**src/rtl/tug_player_input.sv**
```systemverilog
// Tug of War player front end: sync, debounce and one-shot each raw key into L/R move pulses.
// Latency: press first sampled on edge 1 -> pulse in the cycle after edge DEBOUNCE_CYCLES+3; no backpressure.
module tug_player_input #(
    parameter int DEBOUNCE_CYCLES = 4,
    parameter int CNT_W           = $clog2(DEBOUNCE_CYCLES + 1)
) (
    input  logic clk,
    input  logic reset,
    input  logic key_l_n,
    input  logic key_r_n,
    input  logic game_over,
    output logic L,
    output logic R
);

    typedef enum logic [1:0] {
        S_IDLE,
        S_FIRE,
        S_WAIT_REL
    } state_t;

    // Index 0 is the left key, index 1 the right key; internal level 1 = pressed.
    logic [1:0]       w_raw;
    logic [1:0]       r_sync1;
    logic [1:0]       r_sync2;
    logic [1:0]       r_db;
    logic [1:0]       w_db_nxt;
    logic [CNT_W-1:0] r_cnt     [2];
    logic [CNT_W-1:0] w_cnt_nxt [2];
    state_t           r_state   [2];
    state_t           w_state_nxt [2];
    logic [1:0]       w_req;

    assign w_raw = {~key_r_n, ~key_l_n};

    // The synchronizer keeps sampling through reset so a key held across reset
    // is already visible as pressed afterwards and cannot be mistaken for a new press.
    always_ff @(posedge clk) begin
        r_sync1 <= w_raw;
        r_sync2 <= r_sync1;
    end

    always_comb begin
        for (int k = 0; k < 2; k++) begin
            w_db_nxt[k]  = r_db[k];
            w_cnt_nxt[k] = '0;
            if (r_sync2[k] != r_db[k]) begin
                if (r_cnt[k] == CNT_W'(DEBOUNCE_CYCLES - 1)) begin
                    w_db_nxt[k] = r_sync2[k];
                end else begin
                    w_cnt_nxt[k] = r_cnt[k] + CNT_W'(1);
                end
            end
        end
    end

    // The FSM follows the next debounced level so FIRE coincides with db rising,
    // which places the registered pulse right after edge DEBOUNCE_CYCLES+3.
    always_comb begin
        for (int k = 0; k < 2; k++) begin
            w_state_nxt[k] = r_state[k];
            w_req[k]       = 1'b0;
            case (r_state[k])
                S_IDLE: begin
                    if (w_db_nxt[k]) begin
                        w_state_nxt[k] = S_FIRE;
                    end
                end
                S_FIRE: begin
                    w_req[k]       = 1'b1;
                    w_state_nxt[k] = S_WAIT_REL;
                end
                S_WAIT_REL: begin
                    if (!w_db_nxt[k] && !r_sync2[k]) begin
                        w_state_nxt[k] = S_IDLE;
                    end
                end
                default: begin
                    w_state_nxt[k] = S_WAIT_REL;
                end
            endcase
        end
    end

    always_ff @(posedge clk) begin
        if (reset) begin
            r_db <= 2'b00;
            L    <= 1'b0;
            R    <= 1'b0;
            for (int k = 0; k < 2; k++) begin
                r_cnt[k]   <= '0;
                r_state[k] <= S_WAIT_REL;
            end
        end else begin
            r_db <= w_db_nxt;
            L    <= w_req[0] & ~w_req[1] & ~game_over;
            R    <= w_req[1] & ~w_req[0] & ~game_over;
            for (int k = 0; k < 2; k++) begin
                r_cnt[k]   <= w_cnt_nxt[k];
                r_state[k] <= w_state_nxt[k];
            end
        end
    end

endmodule

```
**config.mk**
```make
export PLATFORM = sky130hd
export DESIGN_NAME = tug_player_input
export DESIGN_NICKNAME = d
export VERILOG_FILES = /design/src/rtl/tug_player_input.sv
export SDC_FILE = /design/constraint.sdc
export NUM_CORES = 1
export LEC_CHECK = 0
export CAP_MARGIN = 30
export CORE_MARGIN = 5
export CORE_UTILIZATION = 28
export DETAILED_ROUTE_END_ITERATION = 10
export GPL_TIMING_DRIVEN = 0
export HOLD_SLACK_MARGIN = 0.03
export PLACE_DENSITY = 0.47
export SLEW_MARGIN = 20
export SYNTH_ARGS = -nofsm -noshare
export SYNTH_HDL_FRONTEND = slang
export SYNTH_SLANG_ARGS = --single-unit
```
**constraint.sdc**
```tcl
create_clock -name clk -period 1.3 [get_ports clk]
set_clock_uncertainty 0.1 [all_clocks]
set_input_delay 0.13 -clock clk [delete_from_list [all_inputs] [get_ports clk]]
set_output_delay 0.13 -clock clk [all_outputs]
set_load 0.02 [all_outputs]
```
==> flow_summary.ini, run 1 <==
[run_status]
outcome = finished clean

[floorplan]
placement_rows = 17
io_pins = 7
die_y_um = 57.5
die_area_sq_mm = 0.00330
core_region_area_sq_mm = 0.00219
initial_utilization_pct = 28.8
dieWidth_um = 57.5

[grt]
number_of_global_route_vias_before_repair = 366
antenna_found_initial = 0
global_route.usage.total_pct = 6.44
global_route.overflow_total = 0
pin_count_of_the_biggest_net_entering_global_routing = 11
grt_pass1_wl_mm = 1.57

[worst_setup_path]
critical-path-slowest-cell = dfxtp_1
crit_path_frequent_cell = ha_4
critical-path-top-delay-family = flip-flops
worst_ep_required_time_ps = 1400
worst-endpoint-arrival_ps = 1340
worstSetupEndpointType = flip-flop
critPathMaxStageDelay_ps = 340
path_cells = ha_4, ha_4, mux2i_4, nor4_2
timing.critical_path.from_type = flip-flop
crit_path_max_fanout = 4
worstSetupPathType = flip-flop to flip-flop
critPathBufInv = 0

[logic_synthesis]
ys_async_sr_fraction_pct = 0
synth_seq_cells = 18
ys.warnings.count = 0
netlist_top_cells_area = dfxtp_1, ha_1, nor4_2, nor4b_2, nor4_1
synth_area_sq_um = 631
post_synth_most_frequent_cells = dfxtp_1, ha_1, inv_1, nor4_1
mean_area_per_synthesized_cell_sq_um = 12.1
synthesis.instances = 52
synth_sequential_area_ratio_pct = 57.1
synthDominantCellAreaShare_pct = 57.1
post_synth_num_cell_types = 16
synth.most_common_cell = dfxtp_1
synth.net_count = 61
synthFlopType = dfxtp_1
area_leader_netlist = dfxtp_1
number_of_flops_mapped_to_enable_cells_by_yosys = 0

[layout]
layout-drive-gt1-share_pct = 28.6
multi_input_comb_area_sq_um = 309
antenna_cells_inserted = 0
final_util_pct = 37.7
n_fill_cell = 216
layout.nets = 74
combined_flip_flop_and_latch_cell_area_sq_um = 362
area.growth.synth_to_final_pct = 31.2

[cts]
cts_root_buf = clkbuf_4
clock-sinks = 18
clock_transition_at_the_registers_of_the_reported_paths_ps = 90
tritoncts = yes
ctsLongestPathBuffers = 2
cts-htree-levels = 1
tritoncts.num_buffers = 3
clkLatencyLatePin_ps = 280

[drt]
drt_pass1_iterations = 3
route.detailed.vias_per_inst = 4.31
routed_length_per_instance_um = 10.3
postRouteWirelength_um = 937
post-route-drc-count = 0
drt_iter0_markers = 7
vias = 392
ant_nets = 0

[power_and_ir_drop]
power.share.sequential_pct = 65.1
clock_power_share_pct = 28.6
cellPowerDensity_mw_per_mm2 = 1090
combPwrFrac_pct = 6.3
p_sw_share_pct = 21.0
cellLeakagePower_nw = 0.296
p_int_uw = 712
power_switching_uw = 189
max-vdd-ir-drop_uv = 696

[sta]
tightest_slew_margin_relative_to_the_limit_pct = 78.6
final.min_clock_period_ps = 1240
hold_viol_final = 0
rsz0062_at_grt = true
max_slew.worst_pin.slew_ps = 318
achievable-frequency_mhz = 804
period_share_pct = 95.7
setup_viol_count_final = 0
maxSlewViolCount = 0
fin_worst_hold_slack_ps = 213

[place]
dpl.hpwl_um = 646
numPortBuffers = 6
routability_driven_placement_congestion_ratio = 0.638

[flow_run]
max_cap_violations = 0

[min_path]
timing.hold.worst.class = input pin to flip-flop
## state kept, by name, indices dropped and copies added, names as in the netlist
register	flops
r_state	4
L	1
r_db	2
r_cnt	6
R	1
r_sync2	2
r_sync1	2
## cell type report
| cell class | instances | share of cell area [%] |
|---|---|---|
| Multi-Input combinational cell | 29 | 37.4 |
| Sequential cell | 18 | 43.7 |
| Clock buffer | 3 | 2.72 |
| Tap cell | 28 | 4.24 |
| Inverter | 4 | 1.82 |
| Timing Repair Buffer | 8 | 8.77 |
| Buffer | 1 | 1.36 |
## power by group through the flow
stage / logic (mW) / clock network [mW] / registers [mW]
6_report: 0.0568 / 0.258 / 0.587
5_1_grt: 0.0658 / 0.298 / 0.590
3_5_place_dp: 0.0514 / 0 / 0.596
3_3_place_gp: 0.0509 / 0 / 0.596
4_1_cts: 0.0524 / 0.274 / 0.584
2_1_floorplan: 0.0310 / 0 / 0.593
## cells by family after synthesis
logic type	after synthesis	share of synthesized area (%)
fa+ha+maj	4	7.94
mux	2	3.17
xor+xnor	2	2.78
flops	18	57.1
compound gates	4	3.97
simple gates	17	20.8
buf+inv	5	4.17
## cells in the final DEF, fill, tap and decap left out, drive strengths merged
| master | instances |
|---|---|
| a211oi | 2 |
| mux2i | 2 |
| nand2b | 1 |
| xnor2 | 2 |
| clkbuf | 3 |
| nor4 | 7 |
| dfxtp | 18 |
| nor4b | 2 |
| nor2 | 3 |
| buf | 3 |
| clkdlybuf4s50 | 4 |
| dlygate4sd2 | 2 |
| and3 | 1 |
| nand2 | 2 |
| inv | 4 |
| ha | 4 |
| and2b | 1 |
| o21ai | 2 |
## path summary, 6_finish.rpt
path	startpoint	to	slack (ps)	cells past startpoint
setup / recovery	r_cnt[0][4]	r_state[0][2]	60	4
setup reg to reg	r_cnt[0][4]	r_state[0][2]	60	4
hold reg to reg	r_sync1[1]	r_sync2[1]	230	0
hold / removal	key_r_n	r_sync1[1]	210	2
## routing by layer
layer	wire length [um]	part of all wire [%]	vias to the layer above	track usage, %
met1	460	49	175	7.79
met2	392	42	8	8.87
met4	31	3.3	0	5.96
met5	0	0	-	0
met3	52	5.5	4	2.04
li1	-	-	205	-
## stage by stage
stage                     power, mW  std cells  worst slack (ps)  setup TNS [ps]  cell area [sq um]
after floorplan               0.624         52              94.3               0                631
after global placement        0.646         86             -14.3           -59.3                726
after detailed placement      0.647         86             -30.2           -91.7                726
after CTS                     0.910         89              6.65               0                758
after global routing          0.953         91             -18.6           -18.6                827
final                         0.901         91              55.7               0                827
## repair_timing
action                     CTS  global route
setup endpoints to repair    6             4
setup buffers                0             2
hold buffers                 0             0
gates cloned                 0             0
pin swaps                    0             3
resized for setup            6             8
hold endpoints to repair     0             0
Power figures use the tool's default switching activity.
==> inputs of run 2 (changes only) <==
--- a/config.mk
+++ b/config.mk
@@ -11,7 +11,7 @@
 export DETAILED_ROUTE_END_ITERATION = 10
 export GPL_TIMING_DRIVEN = 0
 export HOLD_SLACK_MARGIN = 0.03
-export PLACE_DENSITY = 0.47
+export PLACE_DENSITY = 0.57
 export SLEW_MARGIN = 20
 export SYNTH_ARGS = -nofsm -noshare
 export SYNTH_HDL_FRONTEND = slang
==> flow_summary.ini, run 2 (synthesized netlist as in run 1, its figures left out) <==
[worst_setup_path]
worst_ep_required_time_ps = 1380
crit_start = r_cnt[0][3]
regToRegStartpoint = r_cnt[0][3]
worstSetupPathType = flip-flop to flip-flop
worstSetupEndpointType = flip-flop
timing.critical_path.from_type = flip-flop
worst-endpoint-arrival_ps = 1310
crit_path_max_fanout = 5

[sta]
final.min_clock_period_ps = 1230
max_slew.worst_pin.slew_ps = 385
smallest_setup_slack_after_layout_ps = 71.2
maxSlewViolCount = 0
rsz0062_at_grt = false
fin_worst_hold_slack_ps = 208
achievable-frequency_mhz = 814
hold_viol_final = 0
tightest_slew_margin_relative_to_the_limit_pct = 74.2
setup_viol_count_final = 0
period_share_pct = 94.5

[cts]
tritoncts.num_buffers = 3
tritoncts = yes
clock_transition_at_the_registers_of_the_reported_paths_ps = 90
cts_root_buf = clkbuf_4
cts-htree-levels = 1
ctsLongestPathBuffers = 2
clock-sinks = 18
postCtsHoldBufs = 0
post_cts.repair.setup_buffers = 0
clkLatencyLatePin_ps = 280

[floorplan]
initial_utilization_pct = 28.8
die_y_um = 57.5
die_area_sq_mm = 0.00330
dieWidth_um = 57.5
placement_rows = 17
io_pins = 7
core_region_area_sq_mm = 0.00219

[drt]
post-route-drc-count = 0
routed_length_per_instance_um = 9.39
drt_iter0_markers = 3
drt_pass1_iterations = 3
route.detailed.vias_per_inst = 4.17
vias = 375
postRouteWirelength_um = 845
ant_nets = 0

[layout]
antenna_cells_inserted = 0
layout.nets = 72
layout_commonest_cell = dfxtp_1
mostFrequentLayoutCells = dfxtp_1, inv_1, nor4_2, clkdlybuf4s50_1
final_util_pct = 37.4
max_flop_register = r_cnt
reg.largest.list = r_cnt x6, r_state x4
max_reg_flops = 6
layout-drive-gt1-share_pct = 27.4
postLayoutCellArea_sq_um = 820
area.growth.synth_to_final_pct = 30.0

[grt]
antenna_found_initial = 0
number_of_global_route_vias_before_repair = 382
pin_count_of_the_biggest_net_entering_global_routing = 11
global_route.overflow_total = 0
grt_pass1_wl_mm = 1.65
global_route.usage.total_pct = 6.62

[min_path]
timing.hold.worst.class = input pin to flip-flop
min_from = key_l_n

[place]
placedInstanceArea_sq_um = 726
numPortBuffers = 6
dpl.hpwl_um = 666
post-place-ws_ps = -25.4
routability_driven_placement_congestion_ratio = 0.648

[power_and_ir_drop]
cellPowerDensity_mw_per_mm2 = 1170
cellLeakagePower_nw = 0.295
total_power_uw = 958
max-vdd-ir-drop_uv = 664

[flow_run]
max_cap_violations = 0

[run_status]
outcome = finished clean
run 2: cell count changes in the layout (fill, tap and decap cells not counted):
| cell | change |
|---|---|
| nor4_2 | +1 |
| buf_4 | -2 |
| ha_1 | +1 |
| clkbuf_8 | +1 |
| ha_4 | -1 |
| nor4_1 | -1 |
run 2: per-layer routing:
| layer | GRT usage, % | up-vias | routed length (um) |
|---|---|---|---|
| met2 | 9.35 | 7 | 359 |
| li1 | - | 204 | - |
| met5 | 0 | - | 0 |
| met3 | 4.07 | 2 | 62 |
| met1 | 7.90 | 162 | 410 |
| met4 | 2.98 | 0 | 12 |
run 2: area by class of cell:
class / count / area (sq um)
plain buffers: 1 / 11.3
clock buffers: 4 / 36.3
fillers: 219 / 1370
inverters: 4 / 15.0
multi-input cells: 29 / 303
flip-flops and latches: 18 / 362
well taps: 28 / 35.0
repair buffers: 6 / 57.6
run 2: metrics by stage:
stage	std cells	TNS, ps
6_report	90	0
5_1_grt	90	0
4_1_cts	90	0
3_5_place_dp	86	-76.9
3_3_place_gp	86	0
2_1_floorplan	52	0
run 2: path summary, 6_finish.rpt:
kind	endpoint	slack, ps	depth (start not counted)
setup / recovery	r_db[1]	70	4
hold / removal	r_sync1[0]	210	2
setup reg to reg	r_db[1]	70	4
hold reg to reg	r_sync2[0]	240	0
run 2: power breakdown:
| part | total (mW) | internal (mW) | switching, mW |
|---|---|---|---|
| registers | 0.585 | 0.570 | 0.0146 |
| logic | 0.0553 | 0.0325 | 0.0228 |
| clock network | 0.318 | 0.170 | 0.147 |
| total | 0.958 | 0.773 | 0.185 |
run 2: critical path, cell delays in order (launching register included):
cell,delay (ps)
dfxtp_1,350
ha_1,190
ha_4,190
mux2i_4,240
nor2_1,60
run 2: timing repair:
| item | 4_1_cts | 5_1_grt |
|---|---|---|
| pin swaps | 0 | 1 |
| cloned | 0 | 0 |
| resized for setup | 6 | 7 |
| endpoints found under the setup margin | 6 | 5 |
